File: src/rtl/color_loop_if.sv
// color_loop bus definitions: shared data types plus the interface that
// carries the start/done handshake, triangle parameters and the wireframe,
// z-buffer and frame-buffer memory ports.
// master: the fill engine itself. slave: the environment (memories, sequencer).

package color_loop_pkg;
  typedef struct packed {
    logic signed [15:0] x;
    logic signed [15:0] y;
    logic signed [15:0] z;
  } Vertex;

  typedef struct packed {
    Vertex p;
    Vertex q;
    Vertex r;
  } Triangle3D;

  typedef struct packed {
    logic [7:0] r;
    logic [7:0] g;
    logic [7:0] b;
  } Color;
endpackage

interface color_loop_if #(
  parameter int LAYER_SIZE = 8,
  parameter int ADDR_SIZE  = 19
);
  import color_loop_pkg::*;

  logic                   color_en;
  Triangle3D              ver;
  Color                   rgb_val;
  logic signed [15:0]     height;
  logic                   sram_val;
  logic [LAYER_SIZE-1:0]  zbuf_val;
  logic                   done;
  logic [ADDR_SIZE-1:0]   sram_addr;
  logic [ADDR_SIZE-1:0]   zbuf_addr;
  logic [ADDR_SIZE-1:0]   fb_addr;
  logic                   write_en;
  logic [LAYER_SIZE-1:0]  data_out;
  Color                   data_out_color;

  modport master (
    input  color_en, ver, rgb_val, height, sram_val, zbuf_val,
    output done, sram_addr, zbuf_addr, fb_addr, write_en, data_out, data_out_color
  );

  modport slave (
    output color_en, ver, rgb_val, height, sram_val, zbuf_val,
    input  done, sram_addr, zbuf_addr, fb_addr, write_en, data_out, data_out_color
  );
endinterface

File: src/rtl/color_loop.sv
// color_loop: rasterizer span-fill stage.
// Scans the clamped bounding box of a triangle row by row, finds the leftmost
// and rightmost wireframe pixels of each row and writes colour/depth over the
// span between them. Every memory access is ADDR, WAIT, then sample/test.
// Build option: define ZTEST_EN to gate writes on depth > stored z (unsigned);
// without it every span pixel is written and zbuf_val is ignored.
//
// state   | meaning
// IDLE    | waiting for color_en, latches box/depth/colour on start
// LSCAN   | scanning right from xmin for the left edge pixel
// RSCAN   | scanning left from xmax for the right edge pixel
// FILL    | writing each pixel of [left, right]
// NEXTROW | advance to the next row or finish
// DONE    | done=1 until color_en drops

module color_loop
  import color_loop_pkg::*;
#(
  parameter int WIDTH      = 640,
  parameter int HEIGHT     = 480,
  parameter int LAYER_SIZE = 8,
  parameter int ADDR_SIZE  = 19
) (
  input  logic        clk,
  input  logic        n_rst,
  color_loop_if.master bus
);

  localparam int XW = $clog2(WIDTH);
  localparam int YW = $clog2(HEIGHT);

  localparam logic [2:0] S_IDLE    = 3'd0;
  localparam logic [2:0] S_LSCAN   = 3'd1;
  localparam logic [2:0] S_RSCAN   = 3'd2;
  localparam logic [2:0] S_FILL    = 3'd3;
  localparam logic [2:0] S_NEXTROW = 3'd4;
  localparam logic [2:0] S_DONE    = 3'd5;

  // Read data becomes valid in the third cycle after an address change.
  localparam logic [1:0] PH_ADDR   = 2'd0;
  localparam logic [1:0] PH_WAIT   = 2'd1;
  localparam logic [1:0] PH_SAMPLE = 2'd2;

  logic [2:0]            state;
  logic [1:0]            phase;
  logic [XW-1:0]         x, xmin, xmax, left, right;
  logic [YW-1:0]         y, ymin, ymax;
  logic [ADDR_SIZE-1:0]  addr_r;
  logic [LAYER_SIZE-1:0] depth_r;
  Color                  color_r;

  logic [XW-1:0]         bx_min, bx_max, x_inc, x_dec;
  logic [YW-1:0]         by_min, by_max, y_inc;
  logic                  z_pass;

  function automatic logic signed [15:0] min3(input logic signed [15:0] a,
                                              input logic signed [15:0] b,
                                              input logic signed [15:0] c);
    logic signed [15:0] m;
    m = (a < b) ? a : b;
    return (m < c) ? m : c;
  endfunction

  function automatic logic signed [15:0] max3(input logic signed [15:0] a,
                                              input logic signed [15:0] b,
                                              input logic signed [15:0] c);
    logic signed [15:0] m;
    m = (a > b) ? a : b;
    return (m > c) ? m : c;
  endfunction

  function automatic logic [15:0] clamp(input logic signed [15:0] v,
                                        input logic signed [15:0] hi);
    if (v < 16'sd0) return '0;
    else if (v > hi) return hi;
    else return v;
  endfunction

  function automatic logic [ADDR_SIZE-1:0] pix(input logic [YW-1:0] yy,
                                               input logic [XW-1:0] xx);
    return ADDR_SIZE'(yy) * ADDR_SIZE'(WIDTH) + ADDR_SIZE'(xx);
  endfunction

  // Bounding box of the incoming triangle, clamped to the screen.
  assign bx_min = XW'(clamp(min3(bus.ver.p.x, bus.ver.q.x, bus.ver.r.x), 16'(WIDTH - 1)));
  assign bx_max = XW'(clamp(max3(bus.ver.p.x, bus.ver.q.x, bus.ver.r.x), 16'(WIDTH - 1)));
  assign by_min = YW'(clamp(min3(bus.ver.p.y, bus.ver.q.y, bus.ver.r.y), 16'(HEIGHT - 1)));
  assign by_max = YW'(clamp(max3(bus.ver.p.y, bus.ver.q.y, bus.ver.r.y), 16'(HEIGHT - 1)));

  assign x_inc = x + 1'b1;
  assign x_dec = x - 1'b1;
  assign y_inc = y + 1'b1;

`ifdef ZTEST_EN
  assign z_pass = (depth_r > bus.zbuf_val);
`else
  logic unused_zbuf;
  assign z_pass      = 1'b1;
  assign unused_zbuf = ^bus.zbuf_val;
`endif

  // Only p.z sets the layer depth.
  logic unused_z;
  assign unused_z = ^{bus.ver.q.z, bus.ver.r.z};

  // All three memories see the same pixel address.
  assign bus.sram_addr      = addr_r;
  assign bus.zbuf_addr      = addr_r;
  assign bus.fb_addr        = addr_r;
  assign bus.write_en       = (state == S_FILL) && (phase == PH_SAMPLE) && z_pass;
  assign bus.done           = (state == S_DONE);
  assign bus.data_out       = depth_r;
  assign bus.data_out_color = color_r;

  // Scan/fill sequencer; the address register only moves inside the box.
  always_ff @(posedge clk) begin
    if (n_rst) begin
      state   <= S_IDLE;
      phase   <= PH_ADDR;
      x       <= '0;
      y       <= '0;
      xmin    <= '0;
      xmax    <= '0;
      ymin    <= '0;
      ymax    <= '0;
      left    <= '0;
      right   <= '0;
      addr_r  <= '0;
      depth_r <= '0;
      color_r <= '0;
    end else begin
      case (state)
        S_IDLE: begin
          if (bus.color_en) begin
            xmin    <= bx_min;
            xmax    <= bx_max;
            ymin    <= by_min;
            ymax    <= by_max;
            x       <= bx_min;
            y       <= by_min;
            addr_r  <= pix(by_min, bx_min);
            depth_r <= LAYER_SIZE'(bus.ver.p.z + bus.height);
            color_r <= bus.rgb_val;
            phase   <= PH_ADDR;
            state   <= S_LSCAN;
          end
        end
        S_LSCAN: begin
          if (phase != PH_SAMPLE) begin
            phase <= phase + 2'd1;
          end else if (bus.sram_val) begin
            left   <= x;
            x      <= xmax;
            addr_r <= pix(y, xmax);
            phase  <= PH_ADDR;
            state  <= S_RSCAN;
          end else if (x == xmax) begin
            state <= S_NEXTROW;
          end else begin
            x      <= x_inc;
            addr_r <= pix(y, x_inc);
            phase  <= PH_ADDR;
          end
        end
        S_RSCAN: begin
          if (phase != PH_SAMPLE) begin
            phase <= phase + 2'd1;
          end else if (bus.sram_val || (x == left)) begin
            right  <= x;
            x      <= left;
            addr_r <= pix(y, left);
            phase  <= PH_ADDR;
            state  <= S_FILL;
          end else begin
            x      <= x_dec;
            addr_r <= pix(y, x_dec);
            phase  <= PH_ADDR;
          end
        end
        S_FILL: begin
          if (phase != PH_SAMPLE) begin
            phase <= phase + 2'd1;
          end else if (x == right) begin
            state <= S_NEXTROW;
          end else begin
            x      <= x_inc;
            addr_r <= pix(y, x_inc);
            phase  <= PH_ADDR;
          end
        end
        S_NEXTROW: begin
          phase <= PH_ADDR;
          if (y == ymax) begin
            state <= S_DONE;
          end else begin
            y      <= y_inc;
            x      <= xmin;
            addr_r <= pix(y_inc, xmin);
            state  <= S_LSCAN;
          end
        end
        S_DONE: begin
          if (!bus.color_en) state <= S_IDLE;
        end
        default: state <= S_IDLE;
      endcase
    end
  end

endmodule

File: src/flat_wrapper.sv
// flat-port wrapper written by rule: the top's interface ports become plain ports
module color_loop_flat import color_loop_pkg::*;
#(
  parameter int WIDTH      = 640,
  parameter int HEIGHT     = 480,
  parameter int LAYER_SIZE = 8,
  parameter int ADDR_SIZE  = 19
)
  (clk, n_rst, bus_color_en, bus_ver, bus_rgb_val, bus_height, bus_sram_val, bus_zbuf_val, bus_done, bus_sram_addr, bus_zbuf_addr, bus_fb_addr, bus_write_en, bus_data_out, bus_data_out_color);
  color_loop_if #(.LAYER_SIZE(LAYER_SIZE), .ADDR_SIZE(ADDR_SIZE)) bus_i ();
  input  logic clk;
  input  logic n_rst;
  input wire logic [$bits(bus_i.color_en)-1:0] bus_color_en;
  input wire logic [$bits(bus_i.ver)-1:0] bus_ver;
  input wire logic [$bits(bus_i.rgb_val)-1:0] bus_rgb_val;
  input wire logic [$bits(bus_i.height)-1:0] bus_height;
  input wire logic [$bits(bus_i.sram_val)-1:0] bus_sram_val;
  input wire logic [$bits(bus_i.zbuf_val)-1:0] bus_zbuf_val;
  output wire logic [$bits(bus_i.done)-1:0] bus_done;
  output wire logic [$bits(bus_i.sram_addr)-1:0] bus_sram_addr;
  output wire logic [$bits(bus_i.zbuf_addr)-1:0] bus_zbuf_addr;
  output wire logic [$bits(bus_i.fb_addr)-1:0] bus_fb_addr;
  output wire logic [$bits(bus_i.write_en)-1:0] bus_write_en;
  output wire logic [$bits(bus_i.data_out)-1:0] bus_data_out;
  output wire logic [$bits(bus_i.data_out_color)-1:0] bus_data_out_color;
  assign bus_i.color_en = bus_color_en;
  assign bus_i.ver = bus_ver;
  assign bus_i.rgb_val = bus_rgb_val;
  assign bus_i.height = bus_height;
  assign bus_i.sram_val = bus_sram_val;
  assign bus_i.zbuf_val = bus_zbuf_val;
  assign bus_done = bus_i.done;
  assign bus_sram_addr = bus_i.sram_addr;
  assign bus_zbuf_addr = bus_i.zbuf_addr;
  assign bus_fb_addr = bus_i.fb_addr;
  assign bus_write_en = bus_i.write_en;
  assign bus_data_out = bus_i.data_out;
  assign bus_data_out_color = bus_i.data_out_color;
  color_loop #(.WIDTH(WIDTH), .HEIGHT(HEIGHT), .LAYER_SIZE(LAYER_SIZE), .ADDR_SIZE(ADDR_SIZE)) u_core (.clk(clk), .n_rst(n_rst), .bus(bus_i));
endmodule
File: config.mk
export PLATFORM = sky130hd
export DESIGN_NAME = color_loop_flat
export DESIGN_NICKNAME = d
export VERILOG_FILES = /design/src/rtl/color_loop_if.sv /design/src/rtl/color_loop.sv /design/src/flat_wrapper.sv
export SDC_FILE = /design/constraint.sdc
export NUM_CORES = 1
export LEC_CHECK = 0
export BUFFER_PORTS_ARGS = -buffer_cell sky130_fd_sc_hd__buf_2
export CELL_PAD_IN_SITES_DETAIL_PLACEMENT = 0
export CELL_PAD_IN_SITES_GLOBAL_PLACEMENT = 1
export CORE_MARGIN = 5
export CORE_UTILIZATION = 41
export CTS_CLUSTER_SIZE = 40
export DETAILED_ROUTE_END_ITERATION = 8
export PLACE_DENSITY = 0.81
export SLEW_MARGIN = 25
export SYNTH_ARGS = -nofsm -noshare
export SYNTH_HDL_FRONTEND = slang
export SYNTH_SLANG_ARGS = --single-unit
File: constraint.sdc
create_clock -name clk -period 11.1 [get_ports clk]
set_clock_uncertainty 0.2 [all_clocks]
set_input_delay 1.11 -clock clk [delete_from_list [all_inputs] [get_ports clk]]
set_output_delay 1.11 -clock clk [all_outputs]
set_load 0.02 [all_outputs]
After elaboration in Yosys (flattened, before gate mapping):

Cells that the tools add are included.

* output and inout port bits: 91
* bits of input ports: 196
* register bits: 124

* eq/ne operators: 24
* $add $sub $neg: 11
* multipliers: 3
* magnitude comparators: 16
* multiplexer cells: 58
* reductions and logical operators: 12
* bitwise logic cells: 1

Operators with widths (count)
* 19-bit 2-to-1 mux: 9
* 10-bit 2-to-1 mux: 13
* 16-bit 2-to-1 mux: 8
* 19-bit by 10-bit adder with 19-bit output: 6
* 19-bit one-hot mux with 5 select lines: 1
* 16-bit greater-than comparator: 4
* 16-bit by 1-bit < comparator with 1-bit output, second input constant: 4
* 16-bit < comparator: 4
* 9-bit 2-to-1 mux: 6
* 10-bit one-hot mux with 5 select lines: 1
* 9-bit by 3-bit multiplier with 12-bit output, second input constant: 3
* 16-bit by 10-bit greater-than comparator with 1-bit output, second input constant: 2
* 16-bit by 11-bit greater-than comparator with 1-bit output, second input constant: 2
* 10-bit == test: 3
* 3-bit 2-to-1 mux: 10
* 2-bit inequality test, second input constant: 9
* 3-bit one-hot mux with 6 select lines: 1
* 9-bit one-hot mux with 2 select lines: 1
* 8-bit AND reduction: 2
* 2-bit 2-to-1 mux: 7
* 10-bit by 1-bit adder with 10-bit output, second input constant: 1
* 2-bit one-hot mux with 5 select lines: 1
* 10-bit by 1-bit subtractor with 10-bit output, second input constant: 1
* 9-bit by 1-bit adder with 9-bit output, second input constant: 1
* 20 further kinds: 25

Depth between registers and ports, before layout:

* depth in word-level cells: 11
* depth in mapped cells: 35
* gate-level depth less buffers: 32

Least setup slack after synthesis:

OpenSTA, ideal clock, no wires.

* path type: input-to-reg
* from: input bus_ver[71]
* to: register u_core.addr_r[18] (netlist: u_core.bus.fb_addr[18])
* required time: 10.780 ns
* cell stages on the path: 32
* path slack: 2.657 ns
* arrival time: 8.123 ns
* cell sequence: inv_1 > ha_1 > a21oi_1 > o21ai_0 > a2111oi_4 > a21o_1 > and2_1 > buf_6 > clkbuf_1 > mux2_2 > ha_1 > a21o_1 > a21oi_1 > nor2_1 > a2111oi_0 > o211ai_1 > o31ai_2 > buf_6 > mux2i_2 > a311o_1 > inv_1 > ha_1 > ha_1 > inv_1 > fa_1 > and3b_1 > and3_1 > and3_1 > a311oi_1 > nor2_1 > mux2_1 > o31a_1

* longest elaborated chain between the ends: 11
* elaborated cells on any way between the ends: 12
* classes of those cells: add/sub: 1; mul: 1; order compare: 4; mux: 6

Ends and longest elaborated chain
* start, declared: line flat_wrapper.sv:14 `input wire logic [$bits(bus_i.ver)-1:0] bus_ver;`
* 16-bit < comparator: line color_loop.sv:60 `m = (a < b) ? a : b;`
* 16-bit 2-to-1 mux *: line color_loop.sv:60
* 16-bit < comparator: line color_loop.sv:61 `return (m < c) ? m : c;`
* 16-bit 2-to-1 mux *: line color_loop.sv:61
* 16-bit by 10-bit greater-than comparator with 1-bit output: line color_loop.sv:75 `else if (v > hi) return hi;`
* 9-bit 2-to-1 mux: line color_loop.sv:75
* 9-bit 2-to-1 mux *: line color_loop.sv:74 `if (v < 16'sd0) return '0;`
* 9-bit by 3-bit multiplier with 12-bit output *: line color_loop.sv:81 `return ADDR_SIZE'(yy) * ADDR_SIZE'(WIDTH) + ADDR_SIZE'(xx);`
* 19-bit by 10-bit adder with 19-bit output *: line color_loop.sv:81
* 19-bit 2-to-1 mux *: line color_loop.sv:134 `if (bus.color_en) begin`
* 19-bit one-hot mux with 5 select lines *: line color_loop.sv:132 `case (state)`
* end signal, assigned: line color_loop.sv:141 `addr_r <= pix(by_min, bx_min);`
* end signal, assigned: line color_loop.sv:154 `addr_r <= pix(y, xmax);`
* end signal, assigned: line color_loop.sv:161 `addr_r <= pix(y, x_inc);`
* end, declared: line color_loop.sv:48 `logic [ADDR_SIZE-1:0] addr_r;`

Every way passes the cells marked *; elsewhere a longest branch is shown, timed or not. The select of a mux whose other input is x is not followed.
A chain may end at the register's enable or synchronous reset.

Worst setup path in the final report:

* from: input bus_ver[79]
* to: register u_core.addr_r[17] (netlist: u_core.bus.fb_addr[17])

The elaborated chain is that of the path after synthesis.

==> metrics.cfg <==
[outcome]
status = finished, final reports clean

[setup_path]
crit_type = in -> reg
cp_num_buf_inv = 6
worst_path_dominant_cell_family = simple AND/OR/NAND/NOR gates
critical_path_required_ns = 11.24
crit_path_max_fanout = 20
startpoint_type = input pin
slowest_stage = and2_1
endpoint_kind = flip-flop
critPathMaxStageDelay_ns = 0.76
cp.arrival_ns = 9.44

[clock_network]
clockBufferDepth = 2
hold_buffers = 0
worstSkewPairLatency_ns = 0.43
cts_inserted_buffers = 17
clkTransAtPathRegs_ns = 0.07
postCtsSetupBuffers = 0
clockRootBuffer = clkbuf_16
post_cts_resized = 0
cts_tree = done
cts_max_level = 4
cts.sinks = 117

[sta]
setup_viol = 0
slew_viol_final = 0
fin_crit_ns = 9.30
tightestPinTransition_ns = 0.981
max_freq_mhz = 107
hold_viol = 0
rsz0062_at_grt = no
setup_slack_ns = 1.80
fin_setup_tns_ns = 0
final.period_utilization = 0.838
relSlewSlack = 0.343

[yosys]
syn_inst = 1753
ys_ff_latch = 117
ys_seq_area_frac = 0.176
syn_area_per_cell_um2 = 7.60
synth-edff-count = 0
synth_async_sr_flop_share = 0
syn_nets = 2119
synth_ff_type = dfxtp_1
synth_warnings = 0
syn_area_um2 = 13300
yosysUniqueCellTypes = 86

[power]
netSwitchingPower_mw = 1.86
p_total_mw = 3.64
power_density_nw_per_um2 = 241
p_int_mw = 1.78
switching_share = 0.511
power_leakage_nw = 7.00
peakVddDrop_uv = 172
power_frac_comb = 0.627
seqPwrFrac = 0.215
power.share.clock = 0.158

[die]
ios = 287
start_util = 0.413
rows = 66
die_h_um = 190
core_area_um2 = 32300
die-area_um2 = 36200
die_x_um = 190

[drt]
first_pass_iters = 5
route.detailed.drc = 0
post_drt_wl_per_cell_um = 17.3
ant_nets = 0
vias = 13100
via_per_inst = 5.58
drtIter0Drc = 786
routed_wl_um = 40800

[placed_design]
postPlaceCellArea_um2 = 14500
gp_congestion = 0.900
pre_cts_ws_ns = 1.40
port_buffers = 230
dpl.hpwl_um = 32300

[finish]
num-nets-final = 2262
area_delta_synth_final_pct = 13.6
drive_gt1_frac = 0.195
design_area_um2 = 15100

[grt]
grt_pass1_vias = 12600
grt_max_degree = 94
overflow = 0
grt_usage = 0.219
antenna_found_initial = 1
grt_pass1_wl_um = 65500

[run]
drv_cap = 0

[hold_path]
hold_class = reg -> reg

-- layout by cell type, fill, tap and decap left out, types with 18 or more instances in the layout --
cell,synthesis,routed
buf_2,9,229
nand2_1,174,174
ha_1,161,161
nor2_1,151,150
a21oi_1,148,148
inv_1,122,122
dfxtp_1,117,117
o21ai_0,87,87
mux2_2,58,58
xnor2_1,58,58
xor2_1,52,52
nor3_1,46,44
mux2i_1,41,41
nand3_1,34,34
a21o_1,31,31
a211oi_1,29,29
a31oi_1,27,27
nand4_1,26,26
nor4_1,20,20
o21a_1,18,18
-- power by group through the flow --
stage	registers [mW]	logic (mW)	clock network, mW
3_3_place_gp	0.784	2.25	0
5_1_grt	0.808	2.53	0.609
3_5_place_dp	0.789	2.28	0
6_report	0.782	2.29	0.576
4_1_cts	0.782	2.29	0.585
2_1_floorplan	0.746	1.73	0
-- state kept, by name, indices dropped and copies added, names as in the netlist --
signal and count:
u_core.left 10, u_core.x 3, u_core.y 9, u_core.state 3
u_core.bus.fb_addr 19, u_core.right 10, u_core.phase 2, u_core.xmin 10
u_core.xmax 10, u_core.bus.data_out 8, u_core.ymax 9, u_core.bus.data_out_color 24
-- per-stage QoR --
step                cells  hold slack [ns]  utilization
floorplan            1753            0.231            -
global placement     2319            0.239        0.450
detailed placement   2319            0.245        0.450
CTS                  2351            0.255        0.469
global route         2352            0.271        0.469
finish               2352            0.250        0.469
-- final timing paths --
path	slack, ns	cells past startpoint	start	to
max	1.80	34	bus_ver[79]	u_core.bus.fb_addr[17]
min	0.25	2	u_core.bus.data_out[6]	u_core.bus.data_out[6]
max reg2reg	6.44	13	u_core.bus.fb_addr[3]	u_core.bus.fb_addr[18]
min reg2reg	0.25	2	u_core.bus.data_out[6]	u_core.bus.data_out[6]
-- synth_stat cells, drive strengths merged, types with 7 or more instances --
cell type    n  area share
nand4       27       0.013
xnor2       58       0.038
nor3        47       0.018
nand2      174       0.049
nor3b       10      0.0064
o21a        18       0.010
a2111oi      8      0.0072
or2          7      0.0033
o22ai        8      0.0038
inv        122       0.034
a221o        7      0.0053
mux2        59       0.050
ha         161        0.15
dfxtp      117        0.18
nand3       35       0.014
o211ai      15      0.0084
clkbuf      61       0.017
buf         62       0.032
nor4        22       0.011
a21o        31       0.017
xor2        52       0.034
and3         8      0.0038
nand2b      14      0.0066
a211oi      32       0.019
fa           9       0.014
a221oi      13      0.0085
o31a         7      0.0046
a22o         8      0.0053
a21oi      148       0.056
a311oi       7      0.0046
and2         9      0.0042
nor2       152       0.043
mux2i       43       0.033
nor2b       14      0.0066
o21ai       89       0.034
a31oi       27       0.013
-- kinds of logic after synthesis --
kind of cell	share of synthesized area
adder cells (fa/ha/maj)	0.165
multiplexers	0.0827
flip-flops	0.176
AND/OR/NAND/NOR	0.188
AO/OA/AOI/OAI	0.232
XOR/XNOR	0.0723
buffers and inverters	0.0842
-- cell type report --
cell class                 count  area, µm²
clock inverter                15        183
fill                        3304      17100
clock buffer                  17        425
antenna                        1       2.50
sequential                   117       2340
timing repair buffer         247       1280
multi-input combinational   1389       9890
inverter                     124        465
tap                          442        553
-- worst reg2reg max path, delay by kind of cell, from the launching register on --
family | cells | cell delay (ns)
adder cells (fa/ha/maj) | 1 | 0.29
AND/OR/NAND/NOR | 4 | 1.29
AO/OA/AOI/OAI | 6 | 1.76
buffers and inverters | 1 | 0.10
flip-flops | 1 | 0.76
XOR/XNOR | 1 | 0.14
-- metal layers --
metal | vias up | GRT usage | share of wire
li1 | 6569 | - | -
met1 | 6167 | 0.287 | 0.45
met2 | 340 | 0.380 | 0.49
met3 | 44 | 0.0308 | 0.046
met4 | 0 | 0.0539 | 0.017
met5 | - | 0 | 0
Note: power is estimated with default switching activity, not from simulation.
